--- src/rtl/pipeline_latealu_ctrl.sv ---
// pipeline_latealu_ctrl: LateALU sequencer with inline shifts/HI-LO moves and an iterative mult/div engine.
module pipeline_latealu_ctrl #(
  parameter int DIV_ITERS = 32
) (
  input  logic        clk,
  input  logic        rst,
  input  logic        flush,
  input  logic        req_valid,
  input  logic [5:0]  req_op,
  input  logic [31:0] req_a0,
  input  logic [31:0] req_a1,
  input  logic [4:0]  req_rd_index,
  output logic        req_ready,
  output logic        resp_valid,
  output logic [4:0]  resp_rd_index,
  output logic [31:0] resp_value,
  output logic        bad_op,
  output logic        busy,
  output logic [31:0] hi,
  output logic [31:0] lo
);
  typedef enum logic [1:0] {IDLE, MUL, DIV, FIX} state_t;
  state_t st, nxt;
  logic [5:0] cnt;
  logic [31:0] a, b, r, sh_res;
  logic sgn, nq, nr, dz, acc, is_sh, is_mul, is_div, is_mf, is_mt, is_bad, sdiv, ok;
  logic signed [65:0] prod;
  logic [32:0] tr;
  assign busy      = st != IDLE;
  assign req_ready = !busy;
  assign acc       = req_valid && req_ready && !flush;
  assign is_sh     = req_op inside {6'd1, 6'd2, 6'd3};
  assign is_mul    = req_op inside {6'd4, 6'd5};
  assign is_div    = req_op inside {6'd6, 6'd7};
  assign is_mf     = req_op inside {6'd8, 6'd9};
  assign is_mt     = req_op inside {6'd10, 6'd11};
  assign is_bad    = !(is_sh || is_mul || is_div || is_mf || is_mt);
  assign sdiv      = req_op == 6'd6;
  assign sh_res    = req_op == 6'd1 ? req_a0 << req_a1[4:0] :
                     req_op == 6'd2 ? req_a0 >> req_a1[4:0] :
                     32'($signed(req_a0) >>> req_a1[4:0]);
  assign prod      = $signed({sgn & a[31], a}) * $signed({sgn & b[31], b});
  // {r, a} is the partial remainder/quotient pair; one restoring step per cycle
  assign tr        = {r, a[31]} - {1'b0, b};
  assign ok        = !tr[32];
  always_comb begin
    nxt = st;
    if (flush) nxt = IDLE;
    else if (st == IDLE) nxt = acc && is_mul ? MUL : acc && is_div ? DIV : IDLE;
    else if (st == MUL) nxt = cnt[0] ? IDLE : MUL;
    else if (st == DIV) nxt = cnt == 6'(DIV_ITERS - 1) ? FIX : DIV;
    else nxt = IDLE;
  end
  always_ff @(posedge clk) begin
    if (!rst) begin
      st <= IDLE;
      hi <= '0;
      lo <= '0;
      resp_valid <= 1'b0;
      resp_rd_index <= '0;
      resp_value <= '0;
      bad_op <= 1'b0;
      cnt <= '0;
      a <= '0;
      b <= '0;
      r <= '0;
      sgn <= 1'b0;
      nq <= 1'b0;
      nr <= 1'b0;
      dz <= 1'b0;
    end else begin
      st <= nxt;
      resp_valid <= 1'b0;
      bad_op <= 1'b0;
      if (acc) begin
        if (is_sh || is_mf) begin
          resp_valid <= 1'b1;
          resp_rd_index <= req_rd_index;
          resp_value <= is_sh ? sh_res : req_op == 6'd8 ? hi : lo;
        end
        if (req_op == 6'd10) hi <= req_a0;
        if (req_op == 6'd11) lo <= req_a0;
        bad_op <= is_bad;
        cnt <= '0;
        r <= '0;
        if (is_mul) begin
          a <= req_a0;
          b <= req_a1;
          sgn <= req_op == 6'd4;
        end
        // divide-by-zero keeps the raw dividend in b so FIX can return it as hi
        if (is_div) begin
          a <= sdiv && req_a0[31] ? -req_a0 : req_a0;
          b <= req_a1 == '0 ? req_a0 : sdiv && req_a1[31] ? -req_a1 : req_a1;
          nq <= sdiv && (req_a0[31] ^ req_a1[31]);
          nr <= sdiv && req_a0[31];
          dz <= req_a1 == '0;
        end
      end else if (!flush) begin
        if (st == MUL) begin
          cnt <= cnt + 6'd1;
          if (cnt[0]) {hi, lo} <= {r, a};
          else {r, a} <= prod[63:0];
        end
        if (st == DIV) begin
          cnt <= cnt + 6'd1;
          r <= ok ? tr[31:0] : {r[30:0], a[31]};
          a <= {a[30:0], ok};
        end
        if (st == FIX) begin
          hi <= dz ? b : nr ? -r : r;
          lo <= dz ? '1 : nq ? -a : a;
        end
      end
    end
  end
endmodule

--- config.mk ---
export PLATFORM = sky130hd
export DESIGN_NAME = pipeline_latealu_ctrl
export DESIGN_NICKNAME = d
export VERILOG_FILES = /design/src/rtl/pipeline_latealu_ctrl.sv
export SDC_FILE = /design/constraint.sdc
export NUM_CORES = 2
export LEC_CHECK = 0
export ABC_AREA = 1
export ABC_CLOCK_PERIOD_IN_PS = 7700
export BUFFER_PORTS_ARGS = -buffer_cell sky130_fd_sc_hd__buf_4
export CAP_MARGIN = 0
export CORE_ASPECT_RATIO = 0.6
export CORE_UTILIZATION = 50
export DETAILED_ROUTE_END_ITERATION = 6
export PLACE_DENSITY = 0.8
export SLEW_MARGIN = 15
export SYNTH_ARGS = -nofsm -noshare
export SYNTH_HDL_FRONTEND = slang
export SYNTH_SLANG_ARGS = --single-unit
--- constraint.sdc ---
create_clock -name clk -period 7.7 [get_ports clk]
set_clock_uncertainty 0.2 [all_clocks]
set_input_delay 1.54 -clock clk [delete_from_list [all_inputs] [get_ports clk]]
set_output_delay 1.54 -clock clk [all_outputs]
set_load 0.02 [all_outputs]
**Word-level counts from Yosys, hierarchy flattened**

Cells that the tools add are included.
Widths: inputs -> output; s select.

- Shift operators: 3
- Divide/modulo/power cells: 0
- Multiplexer cells: 46
- Bitwise logic cells: 5
- Order comparisons: 0
- $add $sub $neg: 6
- Eq/ne operators: 21
- $mul: 1
- Reductions and logical operators: 41

Operators with widths:

| operator | number |
|---|---|
| $mux 32 | 36 |
| $neg 32->32 | 4 |
| $mul 33x33->64 | 1 |
| $sub 33x32->33 | 1 |
| $logic_not 32->1 | 1 |
| $shl 32x5->32 | 1 |
| $shr 32x5->32 | 1 |
| $sshr 32x5->32 | 1 |
| $eq 6x3->1 const B | 4 |
| $eq 6x4->1 const B | 4 |
| $reduce_bool 2->1 | 7 |
| $eq 6x2->1 const B | 2 |
| $mux 6 | 2 |
| $reduce_and 2->1 | 6 |
| $reduce_and 4->1 | 3 |
| $reduce_bool 3->1 | 4 |
| $mux 2 | 5 |
| $ne 2x1->1 const B | 4 |
| $logic_and 1x1->1 | 7 |
| $add 6x1->6 const B | 1 |
| $eq 6x1->1 const B | 1 |
| $eq 6x5->1 const B | 1 |
| $ne 3x1->1 const B | 2 |
| $logic_or 1x1->1 | 5 |
| other kinds (10) | 19 |

- Input bits: 79
- Bits in read-only memories: 0
- Word-level logic and storage cells: 138
- Output and inout bits: 105
- Bits in writable memories: 0
- Flip-flop bits (word level): 211
- Memories: 0
- Bits in latches: 0

**Depth between registers and ports, before layout**

- Word-level depth: 8
- Mapped depth: 36
- Gate-level depth less buffers: 34

**Worst setup path after synthesis**

OpenSTA, ideal clock, no wires.

- Path kind: register to register
- From: register a[31]
- To: register r[31]
- Stages on the path, launching flop included: 29
- Setup slack: 0.160 ns
- Required time: 7.381 ns
- Clock period less this slack: 7.540 ns
- Arrival time: 7.220 ns
- Path through: dfxtp_1 -> clkbuf_1 -> nand2_1 -> clkbuf_1 -> nor2_1 -> fa_1 -> inv_1 -> fa_1 -> inv_1 -> fa_1 -> inv_1 -> fa_1 -> fa_1 -> fa_1 -> inv_1 -> fa_1 -> inv_1 -> fa_1 -> inv_1 -> ha_1 -> inv_1 -> nor3_1 -> nand2_1 -> nor4_1 -> nand2_1 -> nand3_1 -> nand2_1 -> nand3_1 -> a21oi_1

- Word-level cells in the longest chain between the ends: 5
- Elaborated cells between the ends (all ways): 7
- Classes of those cells: add/sub: 1; mul: 1; mux: 4; bitwise: 1

Ends and longest elaborated chain:

| what | RTL line | text |
|---|---|---|
| start: declaration | 25 | `logic [31:0] a, b, r, sh_res;` |
| start signal: assignment | 87 | `a <= req_a0;` |
| start signal: assignment | 93 | `a <= sdiv && req_a0[31] ? -req_a0 : req_a0;` |
| start signal: assignment | 103 | `else {r, a} <= prod[63:0];` |
| $and 1x1->1 | 42 | `assign prod = $signed({sgn & a[31], a}) * $signed({sgn & b[31], b});` |
| $mul 33x33->64 | 42 |  |
| $mux 32 | 102 | `if (cnt[0]) {hi, lo} <= {r, a};` |
| $mux 32 | 100 | `if (st == MUL) begin` |
| $mux 32 (*) | 105 | `if (st == DIV) begin` |
| end signal: assignment | 103 |  |
| end signal: assignment | 107 | `r <= ok ? tr[31:0] : {r[30:0], a[31]};` |
| end: declaration | 25 |  |

Mark *: on every way between the ends. The rest lies on a longest branch, timed or not. The select of a mux whose other input is x is not followed.
A chain may end at the register's enable or synchronous reset.

**Worst setup path after layout**

- From: register b[9]
- To: register a[24]

- Word-level cells in the longest chain between the ends: 6

Ends and longest elaborated chain:

| what | RTL line | text |
|---|---|---|
| start: declaration | 25 |  |
| start signal: assignment | 88 | `b <= req_a1;` |
| start signal: assignment | 94 | `b <= req_a1 == '0 ? req_a0 : sdiv && req_a1[31] ? -req_a1 : req_a1;` |
| $mul 33x33->64 | 42 |  |
| $mux 32 | 102 |  |
| $mux 32 | 100 |  |
| $mux 32 | 105 |  |
| $mux 32 | 99 | `end else if (!flush) begin` |
| $mux 32 | 75 | `if (acc) begin` |
| end signal: assignment | 87 |  |
| end signal: assignment | 103 |  |
| end signal: assignment | 108 | `a <= {a[30:0], ok};` |

Every way passes these cells. The select of a mux whose other input is x is not followed.

==> run_results.csv <==
group,metric,value,unit
floorplanning,die_h,272,µm
yosys,yosysTopAreaCell,"fa_1",
yosys,async_reset_ff_share,0,%
layout,num-nets-final,10800,
yosys,yosysTopAreaCellShare,37.2,%
worst_setup_path,worst-path-max-fanout,8,
timing,clock.fmax,131,MHz
worst_setup_path,crit_required,8050,ps
yosys,synth_edf_count,0,
pwr,power,0.00391,W
floorplanning,die_area,123000,µm²
yosys,ys_top_cells_by_area,"fa_1 (37%), nand2_1 (15%), inv_1 (13%), dfxtp_1 (7.0%), ha_1 (5.2%)",
timing,relSlewSlack,14.3,%
cts,clock_latency,640,ps
timing,hold_viol_final,0,
worst_setup_path,reg2reg_slack,40,ps
timing,grt_setup_unrepaired,"yes",
global_route,grt_pass1_wl,398000,µm
worst_setup_path,slowest_delay,560,ps
min_path,hold_class,"reg2reg",
yosys,synth_cells,8866,
layout,nFillCells,10800,
worst_setup_path,end_kind,"flip-flop",
worst_setup_path,cp.depth,30,
routing,viasPerCell,5.72,
routing,drc,0,
worst_setup_path,rr_worst_depth,30,
floorplanning,core_area,120000,µm²
cts,cts_max_level,1,
layout,layout-drive-gt1-share,15.1,%
layout,fin_area,72000,µm²
placed_design,hpwl,228000,µm
cts,clk_path_buf_depth,3,
floorplanning,num_rows,98,
cts,cts_tree,"done",
routing,dr_total_vias,62800,
pwr,cellLeakagePower,39.1,nW
cts,cts_sinks,211,
worst_setup_path,criticalPathCategory,"reg2reg",
global_route,grt_max_degree,97,
pwr,p_per_area,54.4,nW/µm²
global_route,grt_pass1_vias,60100,
worst_setup_path,worstPathArrival,8010,ps
worst_setup_path,crit_family,"adder cells",
yosys,avgSynthCellArea,6.84,µm²
worst_setup_path,rr_endpoint,"a[24]$_SDFFE_PN0P_",
worst_setup_path,crit_top_cell,"fa_1",
yosys,synth.cell_area,60600,µm²
floorplanning,start_util,50.7,%
floorplanning,fp.dieW,452,µm
timing,worst_slew_pin_slew,1270,ps
routing,dr.pass1.iters,6,
global_route,grt_usage,43.9,%
worst_setup_path,worst-path-buf-inv,11,
global_route,grt-ovfl-total,0,
cts,cts_buffers,27,
yosys,yosys_warnings,0,
outcome,outcome,"completed",
run,cap_viol_max_count,0,
layout,area_growth,18.7,%
worst_setup_path,slowest_stage,"fa_1",
yosys,synthFlopType,"dfxtp_1",
routing,dr.first_iter.drc_count,8777,
routing,routedWlPerCell,24.8,µm
floorplanning,num_io_pins,184,
cts,cts_hold_buf,0,
worst_setup_path,endpoint,"a[24]$_SDFFE_PN0P_",
timing,fin_crit_sh,99.5,%
yosys,synth.distinct_cells,58,
worst_setup_path,regToRegStartpoint,"b[9]$_SDFFE_PN0P_",
routing,drtAntennaViolNets,0,
timing,finalMaxSlewViolations,0,
layout,final_cell_mix,"nand2_1 (2390), inv_1 (2039), fa_1 (1100), buf_4 (784), o21ai_0 (483)",
timing,fin_crit,7660,ps
yosys,synth_nets,10300,
placed_design,place_area,68500,µm²
timing,setup_viol,0,
yosys,synth-seq-cells,211,
layout,final_common_cell,"nand2_1",
cts,cts.clk_slew.worst_paths,70,ps
pwr,worst_ir_drop_vdd,115,µV
global_route,antenna_found_initial,14,
yosys,yosysSeqAreaShare,6.97,%
placed_design,place.gp.congestion,1.09,
cts,cts-root-buf,"clkbuf_16",
placed_design,io_buffers,183,
worst_setup_path,start_kind,"flip-flop",
routing,drt_wl_total,273000,µm
worst_setup_path,startpoint,"b[9]$_SDFFE_PN0P_",
[how the worst min path moves through the flow]
stage | start | to | slack (ps) | cells after the start
final | resp_rd_index[1]$_SDFFE_PN0P_ | resp_rd_index[1]$_SDFFE_PN0P_ | 290 | 2
after CTS | resp_rd_index[1]$_SDFFE_PN0P_ | resp_rd_index[1]$_SDFFE_PN0P_ | 290 | 2
after global placement | resp_rd_index[0]$_SDFFE_PN0P_ | resp_rd_index[0]$_SDFFE_PN0P_ | 260 | 2
after global routing | resp_rd_index[2]$_SDFFE_PN0P_ | resp_rd_index[2]$_SDFFE_PN0P_ | 330 | 2
after detailed placement | resp_rd_index[1]$_SDFFE_PN0P_ | resp_rd_index[1]$_SDFFE_PN0P_ | 280 | 2
after floorplan | sgn$_SDFFE_PN0P_ | sgn$_SDFFE_PN0P_ | 280 | 2
[cell usage after synthesis, drive strengths merged (10+ instances only)]
library cell,instances
nor2,556
a31oi,31
o22ai,11
nand3,336
inv,2095
o21a,16
dfxtp,211
nor4,11
xor2,51
fa,1126
a21oi,412
o21bai,22
nand3b,14
xnor2,16
o211ai,51
o21ai,516
clkbuf,311
nand2,2485
buf,149
nor3,53
or2,10
ha,254
nand4,68
[tightest hold or removal path, delay by kind of cell (launching register included)]
family | cells | cell delay, ps
flip-flops | 1 | 320
AND/OR/NAND/NOR | 2 | 140
[final cells by class]
cell class              instances  area (µm²)  share of cell area [%]
well taps                    1600        2000                    2.78
clock inverters                15         189                   0.263
inverters                    2100        7930                    11.0
flip-flops and latches        211        4280                    5.94
clock buffers                  32         704                   0.979
repair buffers                925        8400                    11.7
multi-input cells            6095       48400                    67.3
diodes                         12        30.0                  0.0417
[cells by family after synthesis]
group / synth area share, %
and+or+nand+nor: 23.6
muxes: 0.149
adders and majority gates: 42.4
xor gates and xnor gates: 0.968
AOI/OAI and AO/OA: 9.73
DFF: 6.97
buffers and inverters: 16.1
[registers in the layout, indices dropped and copies added (netlist names)]
signal and flops:
st 2, r 32, nr 1, bad_op 1
resp_value 32, resp_valid 1, dz 1, b 32
hi 32, a 32, resp_rd_index 5, cnt 6
nq 1, lo 32, sgn 1
[through the flow]
step,TNS (ps),hold slack [ps],setup slack (ps),cells,utilization (%)
after global routing,-650,327,-74.7,11000,60.1
after detailed placement,-6430,275,-468,10900,57.2
final,0,287,39.3,11000,60.1
after CTS,-100,287,-36.5,10900,58.4
after global placement,-6450,264,-518,10900,57.2
after floorplan,0,279,160,8866,-
[report_power, final]
part	switching, W	total (W)	leakage [nW]	internal (W)
logic	0.000939	0.00132	36.9	0.000382
registers	0.0000459	0.00117	1.73	0.00112
clock network	0.000662	0.00142	0.422	0.000760
[routing by layer]
| metal | track usage (%) | part of all wire [%] |
|---|---|---|
| met1 | 66.4 | 42 |
| met2 | 58.1 | 39 |
| met3 | 14.7 | 16 |
| met4 | 13.7 | 3.9 |
| met5 | 0 | 0.0044 |
[repair_timing]
item / 4_1_cts / 5_1_grt
endpoints found under the setup margin: 37 / 43
resized for setup: 100 / 429
buffers inserted: 11 / 43
gates cloned: 0 / 3
pin swaps: 12 / 138
(Power assumes the default switching activity.)
